`src/rtl/bellek_hakem_pkg.sv`:
```
// Shared types and constants for the two-requester memory arbiter.
// Holds the word width, default RAM depth, error codes and the address legality check.
package bellek_hakem_pkg;

  localparam int unsigned WORD_W    = 32;
  localparam int unsigned ADDR_W    = 32;
  localparam int unsigned DEPTH_DEF = 512;

  typedef enum logic [1:0] {
    ERR_NONE  = 2'd0,
    ERR_ALIGN = 2'd1,
    ERR_RANGE = 2'd2
  } err_code_e;

  // Round-robin pointer: which requester received the most recent grant
  typedef enum logic {
    LAST_M0 = 1'b0,
    LAST_M1 = 1'b1
  } rr_last_e;

  typedef struct packed {
    logic              wen;
    logic [ADDR_W-1:0] addr;
    logic [WORD_W-1:0] wdata;
  } acc_t;

  // An access is legal only if it is word aligned and its word index is inside the RAM
  function automatic err_code_e acc_check(input logic [ADDR_W-1:0] addr,
                                          input int unsigned depth);
    if (addr[1:0] != 2'b00) return ERR_ALIGN;
    if (ADDR_W'(addr[ADDR_W-1:2]) >= ADDR_W'(depth)) return ERR_RANGE;
    return ERR_NONE;
  endfunction

endpackage

```
`src/rtl/bellek_hakem_if.sv`:
```
// Bus bundle between the two requesters, the arbiter and the attached RAM.
// The slave modport is the arbiter's view; the master modport is the system's view.
interface bellek_hakem_if;
  import bellek_hakem_pkg::*;

  logic              m0_req_i;
  logic [ADDR_W-1:0] m0_addr_i;
  logic              m0_gnt_o;
  logic              m0_rvalid_o;
  logic [WORD_W-1:0] m0_rdata_o;
  logic              m0_err_o;

  logic              m1_req_i;
  logic              m1_wen_i;
  logic [ADDR_W-1:0] m1_addr_i;
  logic [WORD_W-1:0] m1_wdata_i;
  logic              m1_gnt_o;
  logic              m1_rvalid_o;
  logic [WORD_W-1:0] m1_rdata_o;
  logic              m1_err_o;

  logic              mem_wen_o;
  logic [ADDR_W-1:0] mem_addr_o;
  logic [WORD_W-1:0] mem_data_o;
  logic [WORD_W-1:0] mem_data_i;

  modport slave (
    input  m0_req_i, m0_addr_i,
    output m0_gnt_o, m0_rvalid_o, m0_rdata_o, m0_err_o,
    input  m1_req_i, m1_wen_i, m1_addr_i, m1_wdata_i,
    output m1_gnt_o, m1_rvalid_o, m1_rdata_o, m1_err_o,
    output mem_wen_o, mem_addr_o, mem_data_o,
    input  mem_data_i
  );

  modport master (
    output m0_req_i, m0_addr_i,
    input  m0_gnt_o, m0_rvalid_o, m0_rdata_o, m0_err_o,
    output m1_req_i, m1_wen_i, m1_addr_i, m1_wdata_i,
    input  m1_gnt_o, m1_rvalid_o, m1_rdata_o, m1_err_o,
    input  mem_wen_o, mem_addr_o, mem_data_o,
    output mem_data_i
  );

endinterface

```
`src/rtl/bellek_hakem_rr2.sv`:
```
// Two-way round-robin grant logic; grant is combinational, the pointer is the only state.
// On a tie the requester that was not granted most recently wins.
module hakem_rr2
  import bellek_hakem_pkg::*;
(
  input  logic       clk_i,
  input  logic       rst_ni,
  input  logic [1:0] req,
  output logic [1:0] gnt_c
);

  rr_last_e last_q, last_d;

  always_ff @(posedge clk_i or negedge rst_ni) begin
    if (!rst_ni) last_q <= LAST_M1;
    else         last_q <= last_d;
  end

  // Grant selection and pointer update
  always_comb begin
    gnt_c  = 2'b00;
    last_d = last_q;
    if (req == 2'b11) gnt_c = (last_q == LAST_M1) ? 2'b01 : 2'b10;
    else              gnt_c = req;
    if (gnt_c[1])      last_d = LAST_M1;
    else if (gnt_c[0]) last_d = LAST_M0;
  end

endmodule

```
`src/rtl/bellek_hakem.sv`:
```
// Arbiter between a read-only fetch port (m0) and a load/store port (m1) sharing one RAM.
// Grants are combinational; each grant yields a one-cycle response on the grantee's port.
module bellek_hakem
  import bellek_hakem_pkg::*;
#(
  parameter int unsigned DEPTH = DEPTH_DEF
)(
  input  logic          clk_i,
  input  logic          rst_ni,
  bellek_hakem_if.slave bus
);

  logic [1:0]        req_c;
  logic [1:0]        gnt_c;
  logic              any_c;
  logic              legal_c;
  err_code_e         chk_c;
  acc_t              acc_c;
  logic [ADDR_W-1:0] addr_q;
  logic [WORD_W-1:0] data_q;
  logic [1:0]        rvalid_q;
  logic [1:0]        err_q;
  logic [WORD_W-1:0] rdata_q [2];

  // Requests are ignored while reset is held so nothing is granted into a reset
  assign req_c = {bus.m1_req_i, bus.m0_req_i} & {2{rst_ni}};

  hakem_rr2 u_rr (
    .clk_i  (clk_i),
    .rst_ni (rst_ni),
    .req    (req_c),
    .gnt_c  (gnt_c)
  );

  // Payload of the granted requester; m0 never writes
  always_comb begin
    acc_c.wen   = 1'b0;
    acc_c.addr  = bus.m0_addr_i;
    acc_c.wdata = '0;
    if (gnt_c[1]) begin
      acc_c.wen   = bus.m1_wen_i;
      acc_c.addr  = bus.m1_addr_i;
      acc_c.wdata = bus.m1_wdata_i;
    end
  end

  assign any_c   = |gnt_c;
  assign chk_c   = acc_check(acc_c.addr, DEPTH);
  assign legal_c = (chk_c == ERR_NONE);

  assign bus.m0_gnt_o   = gnt_c[0];
  assign bus.m1_gnt_o   = gnt_c[1];
  assign bus.mem_wen_o  = any_c & acc_c.wen & legal_c;
  assign bus.mem_addr_o = any_c ? acc_c.addr : addr_q;
  assign bus.mem_data_o = (any_c && acc_c.wen) ? acc_c.wdata : data_q;

  // Last driven RAM address/data, held while no access is granted
  always_ff @(posedge clk_i or negedge rst_ni) begin
    if (!rst_ni) begin
      addr_q <= '0;
      data_q <= '0;
    end else begin
      if (any_c)             addr_q <= acc_c.addr;
      if (any_c & acc_c.wen) data_q <= acc_c.wdata;
    end
  end

  // Per-port response registers; writes leave rdata untouched, errors zero it
  always_ff @(posedge clk_i or negedge rst_ni) begin
    if (!rst_ni) begin
      rvalid_q <= 2'b00;
      err_q    <= 2'b00;
      for (int p = 0; p < 2; p++) rdata_q[p] <= '0;
    end else begin
      for (int p = 0; p < 2; p++) begin
        rvalid_q[p] <= gnt_c[p];
        err_q[p]    <= gnt_c[p] & ~legal_c;
        if (gnt_c[p]) begin
          if (!legal_c)       rdata_q[p] <= '0;
          else if (!acc_c.wen) rdata_q[p] <= bus.mem_data_i;
        end
      end
    end
  end

  assign bus.m0_rvalid_o = rvalid_q[0];
  assign bus.m0_err_o    = err_q[0];
  assign bus.m0_rdata_o  = rdata_q[0];
  assign bus.m1_rvalid_o = rvalid_q[1];
  assign bus.m1_err_o    = err_q[1];
  assign bus.m1_rdata_o  = rdata_q[1];

endmodule

```
`src/flat_wrapper.sv`:
```
// flat-port wrapper written by rule: the top's interface ports become plain ports
module bellek_hakem_flat import bellek_hakem_pkg::*;
#(
  parameter int unsigned DEPTH = DEPTH_DEF
)
  (clk_i, rst_ni, bus_m0_req_i, bus_m0_addr_i, bus_m0_gnt_o, bus_m0_rvalid_o, bus_m0_rdata_o, bus_m0_err_o, bus_m1_req_i, bus_m1_wen_i, bus_m1_addr_i, bus_m1_wdata_i, bus_m1_gnt_o, bus_m1_rvalid_o, bus_m1_rdata_o, bus_m1_err_o, bus_mem_wen_o, bus_mem_addr_o, bus_mem_data_o, bus_mem_data_i);
  bellek_hakem_if bus_i ();
  input  logic clk_i;
  input  logic rst_ni;
  input wire logic [$bits(bus_i.m0_req_i)-1:0] bus_m0_req_i;
  input wire logic [$bits(bus_i.m0_addr_i)-1:0] bus_m0_addr_i;
  output wire logic [$bits(bus_i.m0_gnt_o)-1:0] bus_m0_gnt_o;
  output wire logic [$bits(bus_i.m0_rvalid_o)-1:0] bus_m0_rvalid_o;
  output wire logic [$bits(bus_i.m0_rdata_o)-1:0] bus_m0_rdata_o;
  output wire logic [$bits(bus_i.m0_err_o)-1:0] bus_m0_err_o;
  input wire logic [$bits(bus_i.m1_req_i)-1:0] bus_m1_req_i;
  input wire logic [$bits(bus_i.m1_wen_i)-1:0] bus_m1_wen_i;
  input wire logic [$bits(bus_i.m1_addr_i)-1:0] bus_m1_addr_i;
  input wire logic [$bits(bus_i.m1_wdata_i)-1:0] bus_m1_wdata_i;
  output wire logic [$bits(bus_i.m1_gnt_o)-1:0] bus_m1_gnt_o;
  output wire logic [$bits(bus_i.m1_rvalid_o)-1:0] bus_m1_rvalid_o;
  output wire logic [$bits(bus_i.m1_rdata_o)-1:0] bus_m1_rdata_o;
  output wire logic [$bits(bus_i.m1_err_o)-1:0] bus_m1_err_o;
  output wire logic [$bits(bus_i.mem_wen_o)-1:0] bus_mem_wen_o;
  output wire logic [$bits(bus_i.mem_addr_o)-1:0] bus_mem_addr_o;
  output wire logic [$bits(bus_i.mem_data_o)-1:0] bus_mem_data_o;
  input wire logic [$bits(bus_i.mem_data_i)-1:0] bus_mem_data_i;
  assign bus_i.m0_req_i = bus_m0_req_i;
  assign bus_i.m0_addr_i = bus_m0_addr_i;
  assign bus_m0_gnt_o = bus_i.m0_gnt_o;
  assign bus_m0_rvalid_o = bus_i.m0_rvalid_o;
  assign bus_m0_rdata_o = bus_i.m0_rdata_o;
  assign bus_m0_err_o = bus_i.m0_err_o;
  assign bus_i.m1_req_i = bus_m1_req_i;
  assign bus_i.m1_wen_i = bus_m1_wen_i;
  assign bus_i.m1_addr_i = bus_m1_addr_i;
  assign bus_i.m1_wdata_i = bus_m1_wdata_i;
  assign bus_m1_gnt_o = bus_i.m1_gnt_o;
  assign bus_m1_rvalid_o = bus_i.m1_rvalid_o;
  assign bus_m1_rdata_o = bus_i.m1_rdata_o;
  assign bus_m1_err_o = bus_i.m1_err_o;
  assign bus_mem_wen_o = bus_i.mem_wen_o;
  assign bus_mem_addr_o = bus_i.mem_addr_o;
  assign bus_mem_data_o = bus_i.mem_data_o;
  assign bus_i.mem_data_i = bus_mem_data_i;
  bellek_hakem #(.DEPTH(DEPTH)) u_core (.clk_i(clk_i), .rst_ni(rst_ni), .bus(bus_i));
endmodule
```
`config.mk`:
```
export PLATFORM = sky130hd
export DESIGN_NAME = bellek_hakem_flat
export DESIGN_NICKNAME = d
export VERILOG_FILES = /design/src/rtl/bellek_hakem_pkg.sv /design/src/rtl/bellek_hakem_if.sv /design/src/rtl/bellek_hakem_rr2.sv /design/src/rtl/bellek_hakem.sv /design/src/flat_wrapper.sv
export SDC_FILE = /design/constraint.sdc
export NUM_CORES = 1
export LEC_CHECK = 0
export CORE_MARGIN = 4
export CORE_UTILIZATION = 40
export DETAILED_ROUTE_END_ITERATION = 8
export PLACE_DENSITY_LB_ADDON = 0.2
export SYNTH_ARGS = -nofsm -noshare
export SYNTH_HDL_FRONTEND = slang
export SYNTH_SLANG_ARGS = --single-unit
```
`constraint.sdc`:
```
create_clock -name clk_i -period 2.46 [get_ports clk_i]
set_input_delay 0.492 -clock clk_i [delete_from_list [all_inputs] [get_ports clk_i]]
set_output_delay 0.492 -clock clk_i [all_outputs]
set_load 0.1 [all_outputs]
```
---- Word-level counts from Yosys, hierarchy flattened ----
Cells that the tools add are included.
word-level totals
  register bits after elaboration ......... 133
  output and inout bits ................... 135
  word-level logic and storage cells ...... 39
  bits of input ports ..................... 133
cells by class
  mux-type cells .......................... 16
  order comparisons ....................... 1
  reduce and logical (&&, ||, !) cells .... 7
  equal/unequal tests ..................... 2
  bitwise gates (word level) .............. 6
operator list
  kind                                                                  count
  2-to-1 mux 32 bit                                                     4
  2-to-1 mux 65 bit                                                     1
  greater-or-equal comparator 30 x 10 -> 1 bit (second input constant)  1
  2-to-1 mux 2 bit                                                      6
  2-to-1 mux 1 bit                                                      5
  AND 1 bit                                                             4
  AND reduction 2 bit                                                   2
  nonzero test 2 bit                                                    2
  AND 2 bit                                                             1
  equality test 2 bit (second input constant)                           1
  zero test 2 bit                                                       1
  inequality test 2 bit (second input constant)                         1
  OR reduction 2 bit                                                    1
  logical AND 1 bit                                                     1
  inverter 1 bit                                                        1

---- Logic depth before layout (Yosys ltp) ----
  depth in word-level cells ............... 12
  gate-level depth with buffers ........... 8
  depth with buffers taken out ............ 6

---- Modules after synthesis ----
A second synthesis with hierarchy kept.
unflattened totals
  cell total of the unflattened synthesis .. 387
  area, all modules ....................... 5,336.4 µm²
modules (own cells, without submodules)
  module        sequential area each (µm²)  area an instance (µm²)  times used  cells each
  bellek_hakem  3,303.2                     5,275.1                 1           380
  hakem_rr2     26.3                        61.3                    1           7

---- Least setup slack after synthesis ----
Ideal clock, no wire load.
  kind .................................... register to output
  start point ............................. reg u_core.u_rr.last_q
  end point ............................... out bus_mem_addr_o[10]
  data arrival time ....................... 3.334 ns
  path buffers ............................ 2
  data required time ...................... 1.968 ns
  path slack .............................. -1.366 ns
  cell stages (with the launch flop) ...... 7
  path through ............................ dfstp_2 -> nand2_1 -> nand3_1 -> buf_4 -> buf_2 -> mux2i_1 -> o21ai_0
between the ends
  cells in the longest elaborated chain, start to end .. 4
  elaborated cells on any way between the ends .. 5
  classes of those cells .................. mux (4); reduce/logical (1)
RTL lines
  element                                                  line                                    RTL
  start: declaration                                       bellek_hakem_rr2.sv:12                  rr_last_e last_q, last_d;
  start signal: assignment                                 bellek_hakem_rr2.sv:16                  else last_q <= last_d;
  2-to-1 mux 2 bit * (2 in a row)                          bellek_hakem_rr2.sv:23                  if (req == 2'b11) gnt_c = (last_q == LAST_M1) ? 2'b01 : 2'b10;
  2-to-1 mux 65 bit or OR reduction 2 bit (tied branches)  bellek_hakem.sv:40, bellek_hakem.sv:47
  2-to-1 mux 32 bit *                                      -
  end: declaration                                         flat_wrapper.sv:25                      output wire logic [$bits(bus_i.mem_addr_o)-1:0] bus_mem_addr_o;
Mark *: on every way between the ends. The rest lies on a longest branch, timed or not.

---- Worst setup path after layout ----
  start point ............................. in bus_m0_addr_i[26]
  end point ............................... out bus_mem_wen_o
between the ends
  cells in the longest elaborated chain, start to end .. 8
  elaborated cells on any way between the ends .. 9
  classes of those cells .................. order compare (1); mux (6); bitwise (1); reduce/logical (1)
RTL lines
  element                                         line                    RTL
  start: declaration                              flat_wrapper.sv:11      input wire logic [$bits(bus_i.m0_addr_i)-1:0] bus_m0_addr_i;
  2-to-1 mux 65 bit *                             bellek_hakem.sv:40      if (gnt_c[1]) begin
  greater-or-equal comparator 30 x 10 -> 1 bit *  bellek_hakem_pkg.sv:31  if (ADDR_W'(addr[ADDR_W-1:2]) >= ADDR_W'(depth)) return ERR_RANGE;
  2-to-1 mux 1 bit (2 in a row)                   bellek_hakem_pkg.sv:31
  2-to-1 mux 2 bit *                              bellek_hakem_pkg.sv:32  return ERR_NONE;
  2-to-1 mux 2 bit *                              bellek_hakem_pkg.sv:31
  zero test 2 bit *                               bellek_hakem.sv:49      assign legal_c = (chk_c == ERR_NONE);
  AND 1 bit *                                     bellek_hakem.sv:53      assign bus.mem_wen_o = any_c & acc_c.wen & legal_c;
  end: declaration                                flat_wrapper.sv:24      output wire logic [$bits(bus_i.mem_wen_o)-1:0] bus_mem_wen_o;
Mark *: on every way between the ends. The rest lies on a longest branch, timed or not. The select of a mux whose other input is x is not followed.

==> reports/results.md <==
| Quantity | Reported | Unit |
|:---|:---|:---|
| Detailed Route WL | 21400 | um |
| Maximum clock frequency | 395 | MHz |
| Rows | 41 | - |
| # clock sinks | 133 | - |
| TritonRoute pass-1 iters | 5 | - |
| Area of the core | 12800 | um2 |
| Remaining antenna violation count | 0 | - |
| Residual DRC | 0 | - |
| Summed negative setup slack over all endpoints | -1.53 | ns |
| Vias in the first global route | 5317 | - |
| Critical Path Source Type | primary input | - |
| Last weighted congestion value of the routability-driven placer | 0.820 | - |
| Avg Cell Area, Syn | 11.7 | um2 |
| Number of buffers added to fix hold violations after cts | 0 | - |
| Worst-case headroom to the max-slew limit | 57.5 | % |
| Average detailed-routed wire length per instance | 22.2 | um |
| Initial core utilization | 41.6 | % |
| Multi-input gate area in the final layout | 2400 | um2 |
| HPWL after detailed placement | 13600 | um |
| Post-detailed-placement cell area | 9160 | um2 |
| H-Tree Level Count | 4 | - |
| Worst-path clk slew | 0.06 | ns |
| Number of storage elements in the synthesis netlist | 133 | - |
| Violated checks | setup timing | - |
| Final standard cell area without fillers | 10500 | um2 |
| Pin count of the biggest net entering global routing | 120 | - |
| Post-placement setup slack | -0.411 | ns |
| Final number of max-transition violations | 0 | - |
| Unrepaired setup endpoints after global routing | yes | - |
| Status | complete, but fails checks | - |
| Layout overhead on the synthesized area | 96.2 | % |
| Synth warn | 0 | - |
| Most frequent cells in the layout | sky130_fd_sc_hd__dfrtp_1 (132), sky130_fd_sc_hd__buf_4 (113), sky130_fd_sc_hd__nand2_1 (98), sky130_fd_sc_hd__clkdlybuf4s50_1 (98), sky130_fd_sc_hd__buf_12 (73) | - |
| Cell area after synthesis | 5340 | um2 |
| Latest clock arrival within the worst-skew pair | 0.41 | ns |
| Leakage power figure | 5.09 | nW |
| Share of Yosys cell area claimed by the top area cell type | 61.9 | % |
| Clock Tree Root | sky130_fd_sc_hd__clkbuf_16 | - |
| Worst-path maximum fanout | 2 | - |
| Most common library cell in the layout ignoring fill and taps | sky130_fd_sc_hd__dfrtp_1 | - |
| Worst-path cell with the longest stage delay | sky130_fd_sc_hd__nor4_4 | - |
| CP bufs+invs | 3 | - |
| Area used by sequential logic in the layout | 3330 | um2 |
| Worst Slack Setup Final | -0.0736 | ns |
| Hold_ws | 0.0573 | ns |
| Synth area leaders | sky130_fd_sc_hd__dfrtp_1 (62%), sky130_fd_sc_hd__nand2_1 (7.1%), sky130_fd_sc_hd__mux2_2 (6.8%) | - |
| Portion of the clock cycle consumed by the worst path in the final layout | 103 | % |
| Share of synthesized area occupied by flip-flops and latches | 62.4 | % |
| CTS tree | done | - |
| Distinct cell type count after synthesis | 22 | - |
| Antenna violations before repair | 0 | - |
| Wire length of the first global-routing pass | 30100 | um |
| Max Root-Sink Buffers | 2 | - |
| Max-cap violations | 0 | - |
| Area of the die | 15300 | um2 |
| Clock period minus worst slack | 2.53 | ns |
| Detail-routed via count per cell | 5.16 | - |
| Cell Chain, Critical Path | dlygate4sd2_1 > nor4_4 > buf_4 > nand4_1 > mux2i_2 > nand2_2 > nor2_4 > buf_12 | - |
| Top Family by Delay on Critical Path | simple AND/OR/NAND/NOR gates | - |
| Count of endpoints failing setup in the final report | 44 | - |
| Clock buffers created by TritonCTS | 17 | - |
| Transition at the pin with the smallest max-transition slack | 0.637 | ns |
| Total grt overflow | 0 | - |
| Critical path's largest stage delay | 0.32 | ns |
| Net count of the mapped netlist | 588 | - |
| Fraction of layout instances using a drive strength above 1 | 41.6 | % |
| Worst voltage drop across the vdd grid | 0.439 | mV |
| IO Count | 268 | - |
| Vias | 4967 | - |
| Critical Path AT | 2.04 | ns |
| Number of instances in the synthesized netlist | 455 | - |
| Chip Height | 124 | um |
| Class of the most critical setup path | primary input to output pin | - |
| Final-stage net count | 909 | - |
| Category of the worst setup path capture point | output pin | - |
| Data required, critical path | 1.97 | ns |
| Die X | 124 | um |
| Number of failing hold endpoints at the final stage | 0 | - |
| Class of the tightest hold or removal check | primary input to asynchronous set/reset pin | - |
| Power per standard cell area | 819 | nW/um2 |
| Initial drt markers | 275 | - |
| Leading area contributor after synthesis | sky130_fd_sc_hd__dfrtp_1 | - |
| Global-route usage over all layers | 26.5 | % |
| Setup clock skew after layout | 0.00729 | ns |
| Count of fill cells added during filler insertion | 715 | - |
| Count of buffers from port buffering | 267 | - |
| Final Power | 8.58 | mW |
-- power breakdown --
part | total, mW | switching (mW) | internal [mW]
Sequential | 2.46 | 0.0749 | 2.39
Combinational | 3.53 | 2.19 | 1.34
Clock | 2.59 | 0.962 | 1.63
-- layout make-up --
type                            instances  area share [%]
Timing Repair Buffer                  331            37.2
Sequential cell                       133            31.8
Multi-Input combinational cell        289            22.9
Clock buffer                           21            4.30
Tap cell                              172            2.05
Clock inverter                         11            1.45
Inverter                                4           0.263
Antenna cell                            1          0.0239
-- routing by layer --
layer  routed length [um]  GRT usage, %  vias to the layer above
met5                    0             0                        -
met4                  451          9.55                        0
met3                 1860          8.83                       34
met2                11700          48.9                      223
li1                     -             -                     2245
met1                 7380          28.1                     2465
-- stage by stage --
step / instances / util (%)
global route: 961 / 81.6
detailed placement: 897 / 71.4
finish: 962 / 81.7
floorplan: 455 / -
CTS: 945 / 79.3
global placement: 897 / 71.4
-- logic make-up after synthesis --
| family | synth area share (%) |
|---|---|
| mux | 13.4 |
| simple gates | 9.54 |
| flops | 62.4 |
| compound gates | 11.8 |
| buf+inv | 2.86 |
-- cells in the mapped netlist --
library cell,n
sky130_fd_sc_hd__a21oi_1,2
sky130_fd_sc_hd__a31o_2,1
sky130_fd_sc_hd__buf_4,4
sky130_fd_sc_hd__inv_1,3
sky130_fd_sc_hd__nor4_1,8
sky130_fd_sc_hd__buf_2,9
sky130_fd_sc_hd__o21ai_0,65
sky130_fd_sc_hd__nor4b_4,1
sky130_fd_sc_hd__nand4_1,2
sky130_fd_sc_hd__clkbuf_1,16
sky130_fd_sc_hd__nor2_1,5
sky130_fd_sc_hd__dfrtp_1,132
sky130_fd_sc_hd__mux2i_1,33
sky130_fd_sc_hd__inv_4,1
sky130_fd_sc_hd__o211ai_1,1
sky130_fd_sc_hd__nor3_1,2
sky130_fd_sc_hd__nand3_1,3
sky130_fd_sc_hd__mux2i_4,1
sky130_fd_sc_hd__a22o_1,32
sky130_fd_sc_hd__dfstp_2,1
sky130_fd_sc_hd__mux2_2,32
sky130_fd_sc_hd__nand2_1,101
-- path summary, 6_finish.rpt --
kind	start	end	slack (ns)	depth (start not counted)
min in group clk_i	u_core.bus.m0_rdata_o[26]	u_core.bus.m0_rdata_o[26]	0.49	2
worst max register to register	u_core.u_rr.last_q	u_core.bus.m1_rdata_o[15]	0.39	10
worst min register to register	u_core.bus.m0_rdata_o[26]	u_core.bus.m0_rdata_o[26]	0.49	2
worst min-delay path	rst_ni	u_core.err_q[1]	0.06	2
max in group asynchronous	rst_ni	u_core.addr_q[21]	1.50	3
worst max-delay path	bus_m0_addr_i[26]	bus_mem_wen_o	-0.07	8
-- what timing repair did --
| action | in CTS | in global routing |
|---|---|---|
| pin swaps | 9 | 17 |
| endpoints found under the setup margin | 65 | 96 |
| gates cloned | 3 | 4 |
| buffers inserted | 13 | 12 |
| resized for setup | 73 | 39 |
-- registers in the layout (all words and copies together) (netlist names) --
name,cells
u_core.addr_q,32
u_core.bus.m0_rdata_o,32
u_core.bus.m1_rdata_o,32
u_core.data_q,32
u_core.err_q,2
u_core.rvalid_q,2
u_core.u_rr.last_q,1
(Power assumes the default switching activity.)
==> patch: new RTL, same settings <==
Set the package constant `WORD_W` to 40 (it was 32).
--- a/src/rtl/bellek_hakem_pkg.sv
+++ b/src/rtl/bellek_hakem_pkg.sv
@@ -2,7 +2,7 @@
 // Holds the word width, default RAM depth, error codes and the address legality check.
 package bellek_hakem_pkg;
 
-  localparam int unsigned WORD_W    = 32;
+  localparam int unsigned WORD_W    = 40;
   localparam int unsigned ADDR_W    = 32;
   localparam int unsigned DEPTH_DEF = 512;
 
Ports: changed (5 resized); port bits go from 268 to 308. No check against the original RTL was run, so the function may have changed too.
==> patch against the original RTL <==
The flow still finishes with violations (setup timing). Sequential share of layout area barely moved. Worst setup slack got worse by 72 ps. Fmax fell by 2.8%. Routed wire length rose by 16%. Sequential cell count rose by 24. Design area rose by 18%. Register-to-register slack got worse by 230 ps. Critical path depth fell by 1. Synthesized area rose by 17%. Total power rose by 14%.
==> patch: results (changes against the original RTL) <==
| Metric | Value |
|---|---|
| Crit path from | bus_m0_addr_i[24] (was bus_m0_addr_i[26]) |
| GRT met1 Usage | 27.8% (was 28.1%) |
| Layout cells sized above 1 | 43.6% (was 41.6%) |
| Routability Congestion | 0.845 (was 0.820) |
| First-pass GRT wire length | 34700 um (was 30100 um) |
| Detail Placement HPWL | 15700 um (was 13600 um) |
| Placed cells | 1052 (was 897) |
| Setup TNS | -4510 ps (was -1530 ps) |
| Drt first pass iters | 4 (was 5) |
| Routed wire length | 24700 um (was 21400 um) |
| Distinct cells, synth | 23 (was 22) |
| Reg-to-reg slack, setup | 160 ps (was 390 ps) |
| Largest net degree at the start of global routing | 141 (was 120) |
| P_leak | 0.00585 uW (was 0.00509 uW) |
| Post-Place Setup Slack | -301 ps (was -411 ps) |
| Syn_area_per_cell | 11.9 um2 (was 11.7 um2) |
| Main area contributors after synthesis | dfrtp_1 (62%), mux2_2 (7.2%), nand2_1 (7.0%) (was dfrtp_1 (62%), nand2_1 (7.1%), mux2_2 (6.8%)) |
| Reg-to-Reg End | u_core.err_q[1]$_DFF_PN0_ (was u_core.bus.m1_rdata_o[15]$_DFFE_PN0P_) |
| Mapped Nets | 674 (was 588) |
| Vias | 5833 (was 4967) |
| Non-filler instance count after layout | 1131 (was 962) |
| R2R depth | 14 (was 10) |
| Setup violators final | 71 (was 44) |
| I/O Buffers | 307 (was 267) |
| Dpl cell area | 0.0106 mm2 (was 0.00916 mm2) |
| Met2 Use GR | 45.2% (was 48.9%) |
| Vias in the first global route | 6192 (was 5317) |
| Worst Path Arrival | 2110 ps (was 2040 ps) |
| Metal3 WL | 2000 um (was 1860 um) |
| Fin worst setup slack | -145 ps (was -73.6 ps) |
| Worst clock skew | 11.8 ps (was 7.29 ps) |
| All-Layer GR Usage | 25.2% (was 26.5%) |
| Wire length on met2 | 12800 um (was 11700 um) |
| Metal-1 WL | 9190 um (was 7380 um) |
| Starting DRT DRC Count | 312 (was 275) |
| CP max stage cell | clkdlybuf4s50_1 (was nor4_4) |
| Antenna violations before repair | 3 (was 0) |
| Failing checks | setup timing (unchanged) |
| CP max stage delay | 450 ps (was 320 ps) |
| Grt met3 use | 9.20% (was 8.83%) |
| Hold slack | 192 ps (was 57.3 ps) |
| Slew HR | 49.2% (was 57.5%) |
| Worst ir drop on vdd | 0.589 mV (was 0.439 mV) |
| Seq/Total Area, Yosys | 62.9% (was 62.4%) |
| Status | finished, violations left (unchanged) |
patch: area by class of cell:
cell class              count  area, um2
repair buffers            396       4660
flip-flops and latches    157       3930
fillers                   826       2890
multi-input cells         329       2860
clock buffers              21        460
well taps                 211        264
clock inverters            10        161
inverters                   4       27.5
diodes                      3       7.51
patch: what timing repair did:
item,in CTS,in global routing
gates cloned,3,12
endpoints found under the setup margin,73,113
endpoints found under the hold margin,0,0
resized for setup,87,81
setup buffers,23,9
pin swaps,10,15
patch: cells by family (layout without fill, tap and decap cells):
family / after synthesis / count (layout) / share of synthesized area [%]
buf+inv: 39 / 431 / 3.62
flops: 157 / 157 / 62.9
mux: 74 / 74 / 12.7
compound gates: 117 / 117 / 11.9
other cells: 0 / 3 / 0
simple gates: 138 / 138 / 8.93
patch: report_power, final:
group | internal, uW | switching, uW
registers | 2810 | 76.6
logic | 1580 | 2510
clock network | 1750 | 1030
patch: worst min-delay path, delay by kind of cell:
family   cells  cell delay (ps)
buf+inv      3              510
